===== config.mk =====
export PLATFORM = sky130hd
export DESIGN_NAME = sc_stage_scheduler
export DESIGN_NICKNAME = d
export VERILOG_FILES = /design/src/rtl/sc_stage_scheduler.sv
export SDC_FILE = /design/constraint.sdc
export NUM_CORES = 1
export LEC_CHECK = 0
export ABC_AREA = 1
export BUFFER_PORTS_ARGS = -buffer_cell sky130_fd_sc_hd__buf_2
export CORE_AREA = 2 2 39 41
export CTS_CLUSTER_SIZE = 8
export DETAILED_ROUTE_END_ITERATION = 10
export DIE_AREA = 0 0 41 43
export PLACE_DENSITY = 0.68
export SETUP_SLACK_MARGIN = 0.15
export SYNTH_ARGS = -nofsm -noshare
export SYNTH_HDL_FRONTEND = slang
export SYNTH_SLANG_ARGS = --single-unit

===== constraint.sdc =====
create_clock -name clk -period 3.8 [get_ports clk]
set_input_delay 0.19 -clock clk [delete_from_list [all_inputs] [get_ports clk]]
set_output_delay 0.19 -clock clk [all_outputs]
set_load 0.05 [all_outputs]

===== src/rtl/sc_stage_scheduler.sv =====
// -----------------------------------------------------------------------------
// sc_stage_scheduler
//
// Control FSM that sequences a semi-parallel successive-cancellation decoder
// over one codeword of N = 2^N_LOG bits. Each RUN cycle issues one PE-array
// operation: a stage, an f/g selection and a PE block within that stage. The
// scheduler also tracks the current bit index and flags the cycle in which the
// leaf LLR is valid so that the bit decision can be taken.
//
// Optional feature macro: SCHED_STALL_EN
//   When defined, adds the 'stall' input. A stall in RUN holds every piece of
//   schedule state and suppresses pe_en and bit_valid for that cycle.
//
// Ports:
//   clk          in   clock
//   rst_n        in   asynchronous active-low reset
//   start        in   begin one codeword; sampled in IDLE only
//   stall        in   (SCHED_STALL_EN only) freeze the schedule for one cycle
//   busy         out  high while in RUN
//   done         out  one-cycle pulse after the last bit decision
//   pe_en        out  PE array computes this cycle
//   stage_index  out  stage being computed (N_LOG-1 = channel side, 0 = leaf)
//   fg_sel       out  0 = f function, 1 = g function
//   pe_block     out  PE chunk within the current stage
//   bit_index    out  index of the bit currently being decoded
//   bit_valid    out  leaf LLR valid this cycle; a bit decision is taken
// -----------------------------------------------------------------------------
module sc_stage_scheduler #(
    parameter int unsigned N_LOG   = 3,
    parameter int unsigned P_LOG   = 0,
    parameter int unsigned STAGE_W = ($clog2(N_LOG) > 1) ? $clog2(N_LOG) : 1
) (
    input  logic                clk,
    input  logic                rst_n,
    input  logic                start,
`ifdef SCHED_STALL_EN
    input  logic                stall,
`endif
    output logic                busy,
    output logic                done,
    output logic                pe_en,
    output logic [STAGE_W-1:0]  stage_index,
    output logic                fg_sel,
    output logic [((N_LOG > P_LOG + 1) ? (N_LOG - 1 - P_LOG) : 1)-1:0] pe_block,
    output logic [N_LOG-1:0]    bit_index,
    output logic                bit_valid
);

    localparam int unsigned BLK_W = (N_LOG > P_LOG + 1) ? (N_LOG - 1 - P_LOG) : 1;
    localparam int          PL    = int'(P_LOG);

    typedef enum logic [1:0] {
        StIdle,
        StRun,
        StDone
    } state_e;

    state_e             state_q, state_d;
    logic [STAGE_W-1:0] stage_q, stage_d;
    logic               fg_q, fg_d;
    logic [BLK_W-1:0]   block_q, block_d;
    logic [N_LOG-1:0]   bit_q, bit_d;

    logic               stall_w;
    logic               run_ok;
    logic               last_block;
    logic [N_LOG-1:0]   next_bit;
    logic [STAGE_W-1:0] ctz_stage;

`ifdef SCHED_STALL_EN
    assign stall_w = stall;
`else
    assign stall_w = 1'b0;
`endif

    assign run_ok = (state_q == StRun) && !stall_w;

    // Stages at or below P_LOG fit in a single PE pass; wider stages take
    // 2^(stage-P_LOG) passes.
    always_comb begin
        last_block = 1'b1;
        if (int'(stage_q) > PL) begin
            last_block = (int'(block_q) == ((1 << (int'(stage_q) - PL)) - 1));
        end
    end

    // After bit i is decided, decoding of bit i+1 resumes at stage ctz(i+1)
    // with a g operation. Scanning from the MSB down leaves the lowest set bit.
    assign next_bit = bit_q + 1'b1;

    always_comb begin
        ctz_stage = '0;
        for (int i = int'(N_LOG) - 1; i >= 0; i--) begin
            if (next_bit[i]) begin
                ctz_stage = STAGE_W'(i);
            end
        end
    end

    always_comb begin
        state_d = state_q;
        stage_d = stage_q;
        fg_d    = fg_q;
        block_d = block_q;
        bit_d   = bit_q;

        unique case (state_q)
            StIdle: begin
                if (start) begin
                    state_d = StRun;
                    stage_d = STAGE_W'(N_LOG - 1);
                    fg_d    = 1'b0;
                    block_d = '0;
                    bit_d   = '0;
                end
            end
            StRun: begin
                if (run_ok) begin
                    if (!last_block) begin
                        block_d = block_q + 1'b1;
                    end else if (stage_q != '0) begin
                        stage_d = stage_q - 1'b1;
                        fg_d    = 1'b0;
                        block_d = '0;
                    end else if (&bit_q) begin
                        // Last bit: clear the schedule so DONE/IDLE show zeros.
                        state_d = StDone;
                        stage_d = '0;
                        fg_d    = 1'b0;
                        block_d = '0;
                        bit_d   = '0;
                    end else begin
                        bit_d   = next_bit;
                        stage_d = ctz_stage;
                        fg_d    = 1'b1;
                        block_d = '0;
                    end
                end
            end
            StDone: begin
                state_d = StIdle;
            end
            default: begin
                state_d = StIdle;
            end
        endcase
    end

    always_ff @(posedge clk or negedge rst_n) begin
        if (!rst_n) begin
            state_q <= StIdle;
            stage_q <= '0;
            fg_q    <= 1'b0;
            block_q <= '0;
            bit_q   <= '0;
        end else begin
            state_q <= state_d;
            stage_q <= stage_d;
            fg_q    <= fg_d;
            block_q <= block_d;
            bit_q   <= bit_d;
        end
    end

    // Schedule registers are zero outside RUN, so they drive the ports directly.
    assign busy        = (state_q == StRun);
    assign done        = (state_q == StDone);
    assign pe_en       = run_ok;
    assign stage_index = stage_q;
    assign fg_sel      = fg_q;
    assign pe_block    = block_q;
    assign bit_index   = bit_q;
    assign bit_valid   = run_ok && (stage_q == '0) && last_block;

endmodule


After elaboration in Yosys (flattened, before gate mapping)
Index checks and enable logic that the tools add are counted.

word-level totals
  ROM bits = 0
  memories = 0
  memory bits (writable) = 0
  register bits after elaboration = 10
  input bits = 3
  latch bits = 0
  word-level logic and storage cells = 56
  output and inout bits = 12

operators by class
  equal/unequal tests = 7
  multiply operators = 0
  add/sub/neg operators = 4
  bitwise gates (word level) = 0
  reductions and logical operators = 11
  magnitude comparators = 1
  mux-type cells = 27
  shifts and indexed selects = 1
  divide/modulo/power cells = 0

operators with widths
  kind                   count
  $eq 3x32->1            1
  $shl 1x2->32 const A   1
  $sub 32x2->32 const B  1
  $mux 2                 13
  $mux 3                 4
  $pmux 2 s2             3
  $reduce_and 4->1       2
  $pmux 3 s2             1
  $reduce_and 3->1       2
  $mux 1                 5
  $logic_not 2->1        2
  $ne 2x1->1 const B     2
  $ne 2x2->1 const B     2
  $reduce_bool 2->1      2
  $add 3x1->3 const B    1
  $add 2x1->2 const B    1
  $eq 2x1->1 const B     1
  $eq 2x2->1 const B     1
  $gt 2x1->1 const B     1
  $logic_and 1x1->1      2
  $pmux 1 s2             1
  $reduce_and 2->1       1
  $sub 2x1->2 const B    1

Longest topological paths before layout
Gate-level depths: netlist of run 1.

  depth in word-level cells = 8
  mapped depth = 8
  gate-level depth less buffers = 8

Least setup slack after synthesis of run 1
No wires, ideal clock.

  path kind = reg2reg
  start = reg stage_q[1] (netlist: stage_index[1])
  end = reg fg_q (netlist: fg_sel)
  clock period less this slack = 1,804 ps
  data required time = 3,732 ps
  arrival = 1,735 ps
  cell stages (with the launch flop) = 6
  path buffers = 0
  setup slack = 1,996 ps
  setup time = 68 ps
  cell sequence = dfrtp_1 -> nor2_1 -> inv_1 -> nor2_1 -> nand2_1 -> nand2_1

on the way
  cells in the longest elaborated chain, start to end = 6
  elaborated cells between the ends (all ways) = 11
  classes of those cells = add/sub: 1; order compare: 1; eq/ne: 2; shift: 1; mux: 4; reduce/logical: 2

ends and longest elaborated chain
  item                        RTL line  RTL
  start: declaration          59        logic [STAGE_W-1:0] stage_q, stage_d;
  start signal: assignment    158       stage_q <= stage_d;
  $shl 1x2->32                83        last_block = (int'(block_q) == ((1 << (int'(stage_q) - PL)) - 1));
  $sub 32x2->32               83
  $eq 3x32->1                 83
  $mux 1                      82        if (int'(stage_q) > PL) begin
  $ne 2x1->1 (no line)        --
  $reduce_and 3->1 (no line)  --
  end signal: assignment      159       fg_q <= fg_d;
  end: declaration            60        logic fg_q, fg_d;

Several ways; a longest one is shown, not always the timed one. The select of a mux whose other input is x is not followed.
A chain may end at the register's enable or synchronous reset.

Final worst setup path of run 1
  start = reg state_q[1]
  end = out bit_valid

on the way
  cells in the longest elaborated chain, start to end = 3

ends and longest elaborated chain
  item                             RTL line  RTL
  start: declaration               58        state_e state_q, state_d;
  start signal: assignment         151       state_q <= StIdle;
  start signal: assignment         157       state_q <= state_d;
  $eq 2x1->1                       76        assign run_ok = (state_q == StRun) && !stall_w;
  $logic_and 1x1->1 (2 in series)  173       assign bit_valid = run_ok && (stage_q == '0) && last_block;
  end: declaration                 46        output logic bit_valid

No other way between the ends.

==> results.txt, run 1 <==
Crit path kind: reg2out
Largest cells by area after synthesis: dfrtp_1 43%, nand2_1 11%, ha_1 6.5%
Antenna-violating nets left: 0
Crit share post-route: 42.2%
First-pass GRT wire length: 1840 microns
CP endpoint kind: output port
Slowest-stage cell, CP: dfrtp_1
Synthesized cell area: 581 sq um
Drt drc: 0
Cell row count: 14
Yosys warnings: 0
Clock skew: 0.000700 ns
GRT Overall Usage: 15.8%
Clock buffer depth: 2
Synth Area in Simple Gates: 29.7%
Post-synth top area share: 43.1%
Kind of cell adding the most delay to the critical path: flip-flops
Hold Path Cell Cnt: 3
CTS tree: done
Crit path buffers/inverters: 2
Core ar.: 1380 sq um
Die area: 1760 sq um
Synth-to-layout area growth: 19.8%
Synth Instances: 70
Routability cong.: 0.767
Final WL: 1120 microns
EDFF count, synth: 0
Final nets: 95
Initial Util: 42.0%
Max Slew Vio Count: 0
Tmin final: 1.61 ns
Yosys reg bits: 10
Crit-path cells: nor2_8 > inv_2 > nor2_1 > buf_2
Max Cap Viol: 0
Primary FF master, synth: dfrtp_1
Measured slew at the worst slew-check pin: 0.398 ns
Pin count of the biggest net entering global routing: 12
Initial antenna violation count: 0
Top cells by instance count after synthesis: 17 x nand2_1, 10 x dfrtp_1, 10 x inv_1, 5 x nor2_1
Hold_ws: 0.219 ns
Sequential share of the synthesized area: 43.1%
Relative slew slack: 73.5%
Ant diodes: 0
Fraction of registers with async set/reset: 100%
Synth unique cells: 19
First DRT Iteration DRCs: 9
Post-synthesis mux area share: 0%
Grt ovf: 0
Clk pin slew, worst setup/hold paths: 0.06 ns
Crit path launch: state_q[1]$_DFFE_PN0P_
Syn_nets: 76
Status: completed
Final TNS setup: 0 ns
Post-synthesis compound-gate area fraction: 10.1%
Setup slack, reg-to-reg: 2.41 ns
Largest family of logic cells by synthesized area: simple AND/OR/NAND/NOR gates
FMAX: 623 MHz
Clock Latency Late Sink: 0.25 ns
CTS Sinks: 10
CTS root buffer: clkbuf_4
DIE HEIGHT: 43 microns
Vias per cell: 4.93
Area leader, netlist: dfrtp_1
Crit path largest cell delay: 0.45 ns
Die X: 41 microns
Hpwl dp: 865 microns
Design area: 696 sq um
Synthesized area per cell: 8.29 sq um
Min-delay src: start
Vias in the first global route: 425
IO buf count: 14
CP startpoint kind: register
Post-Synth XOR/XNOR Area: 1.51%
Max FO, Critical Path: 11
Final setup vio count: 0
Layout cells sized above 1: 29.9%
Total CTS buffers: 3
Arrival time worst endpoint: 1.42 ns
DRT Pass-1 Iters: 4
Cts repair resizes: 0
R2R cell count: 6
Worst R2R Start: bit_index[0]$_DFFE_PN0P_
Fin util: 50.3%
DR vias: 508
Fin. Hold Viols: 0
Critical Path Stages: 4
Ports: 15
Placed cell area: 663 sq um
Hold Path Class: in2reg
Cell with the most instances after synthesis: nand2_1
Postcts setup bufs: 0
Unrepaired setup endpoints after global routing: no
CTS H-Tree Depth: 1
Crit path required time: 3.61 ns
Drt wl/cell: 10.9 microns
Adder-cell area share of the yosys netlist: 6.47%
==> layer usage <==
metal	GRT usage, %	wire length, microns	vias to the layer above
met5	0	0	-
met4	10.0	19	0
met3	3.14	56	2
met2	21.3	527	12
met1	22.1	521	230
li1	-	-	264
==> placed cells by master, fill, tap and decap left out <==
cell and count:
o211ai_1 2, nor2_1 5, xor2_1 1, nand3_2 1
inv_2 2, buf_2 14, dfrtp_1 10, nor2_8 1
o21ai_1 3, clkbuf_4 3, o21ai_0 1, nand2_2 4
o22ai_1 1, o2111ai_1 1, ha_1 3, dlygate4sd3_1 1
a21oi_2 1, nand4_1 4, nand2_1 17, inv_1 10
nand3_1 2
==> worst register-to-register path: stages (launching register included) <==
cell and delay [ns]:
dfrtp_1 0.44, ha_1 0.23, ha_1 0.29, nand3_1 0.06, o21ai_0 0.15, nand4_1 0.10, nand2_1 0.07
==> through the flow <==
stage,setup slack (ns),cells
floorplan,2.00,70
global placement,2.47,99
detailed placement,2.43,99
CTS,2.18,103
global route,2.08,103
finish,2.19,103
==> cell type report <==
class                   instances  area (sq um)
repair buffers                 15          80.1
inverters                      12          45.0
fillers                       159           688
well taps                      16          20.0
flip-flops and latches         10           250
clock buffers                   3          22.5
multi-input cells              47           278
==> state kept, by name (all words and copies together) (netlist names) <==
signal,flops
state_q,2
pe_block,2
stage_index,2
bit_index,3
fg_sel,1
==> cell families (layout without fill, tap and decap cells) <==
group           count (synthesis)  after routing
compound gates                  9              9
xor+xnor                        1              1
fa+ha+maj                       3              3
buf+inv                        13             30
flops                          10             10
simple gates                   34             34
==> worst paths after layout <==
| kind | endpoint |
|---|---|
| worst max-delay path | bit_valid |
| worst min-delay path | state_q[1]$_DFFE_PN0P_ |
| worst max register to register | stage_index[1]$_DFFE_PN0P_ |
| worst min register to register | fg_sel$_DFFE_PN0P_ |
| max in group asynchronous | bit_index[1]$_DFFE_PN0P_ |
| min in group asynchronous | stage_index[0]$_DFFE_PN0P_ |
==> what timing repair did <==
action | CTS | global route
hold buffers | 1 | 0
endpoints found under the setup margin | 0 | 0
hold endpoints to repair | 10 | 0
Power of run 1 is left out: the tool's default activity adds up to more than one toggle a clock period on the data nets, which glitch-free logic cannot reach.
==> run 2: changes to the inputs <==
--- a/config.mk
+++ b/config.mk
@@ -7,11 +7,11 @@
 export LEC_CHECK = 0
 export ABC_AREA = 1
 export BUFFER_PORTS_ARGS = -buffer_cell sky130_fd_sc_hd__buf_2
-export CORE_AREA = 2 2 39 41
+export CORE_MARGIN = 2
+export CORE_UTILIZATION = 44
 export CTS_CLUSTER_SIZE = 8
 export DETAILED_ROUTE_END_ITERATION = 10
-export DIE_AREA = 0 0 41 43
-export PLACE_DENSITY = 0.68
+export PLACE_DENSITY = 0.71
 export SETUP_SLACK_MARGIN = 0.15
 export SYNTH_ARGS = -nofsm -noshare
 export SYNTH_HDL_FRONTEND = slang
==> constraint.sdc (replaced) <==
create_clock -name clk -period 1.46 [get_ports clk]
set_input_delay 0.073 -clock clk [delete_from_list [all_inputs] [get_ports clk]]
set_output_delay 0.073 -clock clk [all_outputs]
set_load 0.05 [all_outputs]
==> results.txt, run 2 (synthesized netlist as in run 1, its figures left out) <==
Antenna-violating nets left: 0 (unchanged)
Drt drc: 0 (unchanged)
Total CTS buffers: 3 (unchanged)
CTS tree: done
Slowest-stage cell, CP: dfrtp_2
Setup slack, reg-to-reg: 0.16 ns (-2.25 ns)
First-pass GRT wire length: 1860 microns (+1.1%)
Commonest non-fill, non-tap cells in the layout: 17 x nand2_1, 13 x buf_2, 8 x inv_1, 6 x dfrtp_2, 5 x buf_4
Crit path buffers/inverters: 0 (-2)
Critical Path Stages: 6 (+2)
Final nets: 100 (+5.3%)
Crit path kind: reg2reg
CP endpoint kind: register
Vias in the first global route: 433 (+1.9%)
DR vias: 530 (+4.3%)
Fin. Hold Viols: 0 (unchanged)
Ports: 15 (unchanged)
Unrepaired setup endpoints after global routing: yes
Crit path launch: bit_index[0]$_DFFE_PN0P_
Synth-to-layout area growth: 41.6%
Core ar.: 1270 sq um (-8.3%)
DIE HEIGHT: 40.3 microns (-6.2%)
CTS Sinks: 10 (unchanged)
CTS root buffer: clkbuf_4
Initial antenna violation count: 0 (unchanged)
Grt ovf: 0 (unchanged)
Final setup vio count: 0 (unchanged)
Worst R2R Start: bit_index[0]$_DFFE_PN0P_
Crit path required time: 1.66 ns (-1.95 ns)
Kind of cell adding the most delay to the critical path: flip-flops
Max FO, Critical Path: 6 (-5)
Clk pin slew, worst setup/hold paths: 0.07 ns (about the same)
Most common cell after layout, fill and taps aside: nand2_1
Initial Util: 45.8% (+3.8 points)
Max Slew Vio Count: 0 (unchanged)
CTS H-Tree Depth: 1 (unchanged)
Die area: 1630 sq um (-7.8%)
Status: completed
Tmin final: 1.30 ns
Crit share post-route: 89.2%
Clock skew: 0.00458 ns (+0.00388 ns)
IO buf count: 14 (unchanged)
Crit path largest cell delay: 0.46 ns (about the same)
Die X: 40.3 microns (-1.6%)
Max Cap Viol: 0 (unchanged)
Layout cells sized above 1: 50.5% (+21 points)
Clock Latency Late Sink: 0.26 ns (about the same)
Worst path most repeated cell: ha_4
CP startpoint kind: register
Hold_ws: 0.0940 ns (-0.125 ns)
Final TNS setup: 0 ns (unchanged)
CP Capture Point: stage_index[1]$_DFFE_PN0P_
Crit-path cells: ha_4 > ha_4 > nand3_2 > o21ai_1 > nand4_1 > nand2_1
Fill cells: 121 (-24%)
First DRT Iteration DRCs: 13 (+4)
Final WL: 1290 microns (+15%)
Measured slew at the worst slew-check pin: 0.363 ns (-0.0349 ns)
Arrival time worst endpoint: 1.51 ns (+0.09 ns)
Cell row count: 13 (-1)
DRT Pass-1 Iters: 4 (unchanged)
Routability cong.: 0.770 (+0.35%)
Vias per cell: 4.91 (-0.50%)
Critical R2R Capture: stage_index[1]$_DFFE_PN0P_
Pin count of the biggest net entering global routing: 11 (-1)
Drt wl/cell: 11.9 microns (+9.5%)
FMAX: 768 MHz
Hold Path Class: in2reg
Max FFs per register: 3 (unchanged)
Clock buffer depth: 2 (unchanged)
Relative slew slack: 75.8% (+2.3 points)
Ant diodes: 0 (unchanged)
R2R cell count: 6 (unchanged)
Hpwl dp: 878 microns (+1.5%)
GRT Overall Usage: 18.5% (+2.8 points)
## run 2: cell types whose count changed in the layout (fill, tap and decap cells not counted), sizes merged
cell	before	now
buf	14	19
clkbuf	3	4
## run 2: metal layers
metal  global-route usage (%)  up-vias  wire length, microns
li1                         -      273                     -
met1                     21.6      235                   539
met2                     29.4       20                   658
met3                     8.33        2                    83
met4                     7.50        0                     8
met5                        0        -                     0
## run 2: how the worst min path moves through the flow
| stage | startpoint | to | slack, ns | cells past startpoint |
|---|---|---|---|---|
| after global routing | start | state_q[1]$_DFFE_PN0P_ | 0.10 | 3 |
| after CTS | start | state_q[1]$_DFFE_PN0P_ | 0.09 | 3 |
| after global placement | rst_n | fg_sel$_DFFE_PN0P_ | -0.05 | 1 |
| after detailed placement | rst_n | fg_sel$_DFFE_PN0P_ | -0.05 | 1 |
| final | start | state_q[1]$_DFFE_PN0P_ | 0.09 | 3 |
| after floorplan | rst_n | bit_index[0]$_DFFE_PN0P_ | -0.22 | 0 |
## run 2: timing repair
action | CTS | global route
setup endpoints to repair | 3 | 7
pin swaps | 1 | 8
resized for setup | 3 | 8
setup buffers | 2 | 3
hold endpoints to repair | 10 | 0
hold buffers | 1 | 0
## run 2: worst min-delay path, delay by kind of cell
family	cells	cell delay, ns
buf+inv	2	0.15
compound gates	1	0.11
## run 2: per-stage QoR
stage               util [%]  area [sq um]  std cells  worst slack [ns]
floorplan                  -           624         70            0.0867
global placement        55.6           706         98             0.210
detailed placement      55.6           706         98             0.184
CTS                     61.1           776        105             0.155
global route            64.8           822        108             0.118
finish                  64.8           822        108             0.158
## run 2: layout make-up
cell class	instances	area, sq um	area share (%)
well taps	15	18.8	2.28
repair buffers	20	124	15.1
multi-input cells	47	338	41.1
clock buffers	4	36.3	4.41
inverters	12	47.5	5.78
flip-flops and latches	10	258	31.4
Power of run 2 is left out for the same reason.
==> run 3: changes to the inputs <==
--- a/config.mk
+++ b/config.mk
@@ -12,6 +12,7 @@
 export CTS_CLUSTER_SIZE = 8
 export DETAILED_ROUTE_END_ITERATION = 10
 export PLACE_DENSITY = 0.71
+export RECOVER_POWER = 100
 export SETUP_SLACK_MARGIN = 0.15
 export SYNTH_ARGS = -nofsm -noshare
 export SYNTH_HDL_FRONTEND = slang
==> results.txt, run 3 (synthesized netlist as in run 1, its figures left out) <==
Status: completed
GRT Overall Usage: 18.5% (unchanged)
CTS H-Tree Depth: 1 (unchanged)
Critical R2R Capture: stage_index[1]$_DFFE_PN0P_
Vias per cell: 4.85 (-1.1%)
Fill cells: 126 (+4.1%)
Initial Util: 45.8% (unchanged)
Vias in the first global route: 433 (unchanged)
IO buf count: 14 (unchanged)
Relative slew slack: 60.6% (-15 points)
Clk pin slew, worst setup/hold paths: 0.06 ns (about the same)
First DRT Iteration DRCs: 13 (unchanged)
DRT Pass-1 Iters: 4 (unchanged)
Commonest non-fill, non-tap cells in the layout: 17 x nand2_1, 8 x inv_1, 8 x clkbuf_1
Hold Path Class: in2reg
DIE HEIGHT: 40.3 microns (unchanged)
Core ar.: 1270 sq um (unchanged)
Final TNS setup: 0 ns (unchanged)
Max FFs per register: 3 (unchanged)
Grt ovf: 0 (unchanged)
Worst R2R Start: bit_index[0]$_DFFE_PN0P_
Total CTS buffers: 3 (unchanged)
Arrival time worst endpoint: 1.55 ns (+0.04 ns)
Final WL: 1290 microns (-0.16%)
Fin. Hold Viols: 0 (unchanged)
CTS root buffer: clkbuf_4
Hpwl dp: 878 microns (unchanged)
Routability cong.: 0.770 (unchanged)
Tmin final: 1.35 ns (+0.0457 ns)
Synth-to-layout area growth: 39.2%
FMAX: 742 MHz (-3.4%)
Design area: 808 sq um (-1.7%)
CTS tree: done
DR vias: 524 (-1.1%)
Crit path kind: reg2reg
Initial antenna violation count: 0 (unchanged)
Layout cells sized above 1: 39.8% (-11 points)
Hold EP: state_q[1]$_DFFE_PN0P_
Hold Path Cell Cnt: 3 (unchanged)
Antenna-violating nets left: 0 (unchanged)
Ant diodes: 0 (unchanged)
Unrepaired setup endpoints after global routing: yes
Clock buffer depth: 2 (unchanged)
Max FO, Critical Path: 6 (unchanged)
R2R cell count: 6 (unchanged)
Placed cell area: 706 sq um (unchanged)
Die area: 1630 sq um (unchanged)
CTS Sinks: 10 (unchanged)
Setup slack, reg-to-reg: 0.11 ns (-0.05 ns)
Ports: 15 (unchanged)
Most common cell after layout, fill and taps aside: nand2_1
Max Slew Vio Count: 0 (unchanged)
Clock skew: 0.000517 ns (-0.00407 ns)
Min-delay src: start
Crit share post-route: 92.3% (+3.1 points)
Final nets: 100 (unchanged)
Measured slew at the worst slew-check pin: 0.594 ns (+0.231 ns)
Drt wl/cell: 11.9 microns (-0.16%)
CP startpoint kind: register
CP endpoint kind: register
Crit path required time: 1.66 ns (about the same)
Max Cap Viol: 0 (unchanged)
Die X: 40.3 microns (unchanged)
First-pass GRT wire length: 1860 microns (unchanged)
Cell row count: 13 (unchanged)
Clock Latency Late Sink: 0.26 ns (about the same)
Drt drc: 0 (unchanged)
Final setup vio count: 0 (unchanged)
Pin count of the biggest net entering global routing: 11 (unchanged)
==> run 3: cell count changes in the layout (fill, tap and decap cells not counted) <==
cell,previous run,this run
dfrtp_1,4,5
o21ai_0,0,1
nor2_1,1,2
clkbuf_1,0,8
dfrtp_2,6,5
o21ai_1,4,3
clkbuf_2,0,4
nor2_2,3,2
buf_2,13,1
==> run 3: how the worst max path moves through the flow <==
| stage | from | endpoint | slack (ns) | cells past startpoint |
|---|---|---|---|---|
| floorplan | bit_index[0]$_DFFE_PN0P_ | stage_index[1]$_DFFE_PN0P_ | 0.09 | 6 |
| global placement | bit_index[0]$_DFFE_PN0P_ | stage_index[1]$_DFFE_PN0P_ | 0.21 | 6 |
| detailed placement | bit_index[0]$_DFFE_PN0P_ | stage_index[1]$_DFFE_PN0P_ | 0.18 | 6 |
| CTS | bit_index[0]$_DFFE_PN0P_ | stage_index[1]$_DFFE_PN0P_ | 0.15 | 6 |
| global route | stage_index[1]$_DFFE_PN0P_ | bit_valid | 0.07 | 4 |
| finish | bit_index[0]$_DFFE_PN0P_ | stage_index[1]$_DFFE_PN0P_ | 0.11 | 6 |
==> run 3: timing repair <==
item / 4_1_cts / 5_1_grt
hold buffers: 1 / 0
pin swaps: 1 / 8
buffers inserted: 2 / 3
setup endpoints to repair: 3 / 7
endpoints found under the hold margin: 10 / 0
resized for setup: 3 / 8
==> run 3: worst max-delay path, cell delays in order, from the launching register on <==
cell	delay, ns
dfrtp_1	0.48
ha_4	0.21
ha_4	0.26
nand3_2	0.05
o21ai_1	0.13
nand4_1	0.09
nand2_1	0.07
==> run 3: area by class of cell <==
| cell class | count | area, sq um | share of cell area (%) |
|---|---|---|---|
| Multi-Input combinational cell | 47 | 335 | 41.5 |
| Sequential cell | 10 | 256 | 31.7 |
| Timing Repair Buffer | 20 | 114 | 14.1 |
| Inverter | 12 | 47.5 | 5.88 |
| Clock buffer | 4 | 36.3 | 4.49 |
| Tap cell | 15 | 18.8 | 2.32 |
==> run 3: metrics by stage <==
stage / setup slack (ns) / std cells / util (%) / hold slack, ns
2_1_floorplan: 0.0867 / 70 / - / -0.223
3_5_place_dp: 0.184 / 98 / 55.6 / -0.0522
6_report: 0.112 / 108 / 63.7 / 0.0931
5_1_grt: 0.0662 / 108 / 63.7 / 0.103
4_1_cts: 0.155 / 105 / 61.1 / 0.0874
3_3_place_gp: 0.210 / 98 / 55.6 / -0.0508
==> run 3: layer usage <==
layer,GRT usage (%),vias to the layer above,part of all wire (%)
met1,21.6,236,44
met4,7.50,0,0.70
met5,0,-,0
met3,8.33,2,5.1
li1,-,273,-
met2,29.4,13,50
Power of run 3 is left out for the same reason.
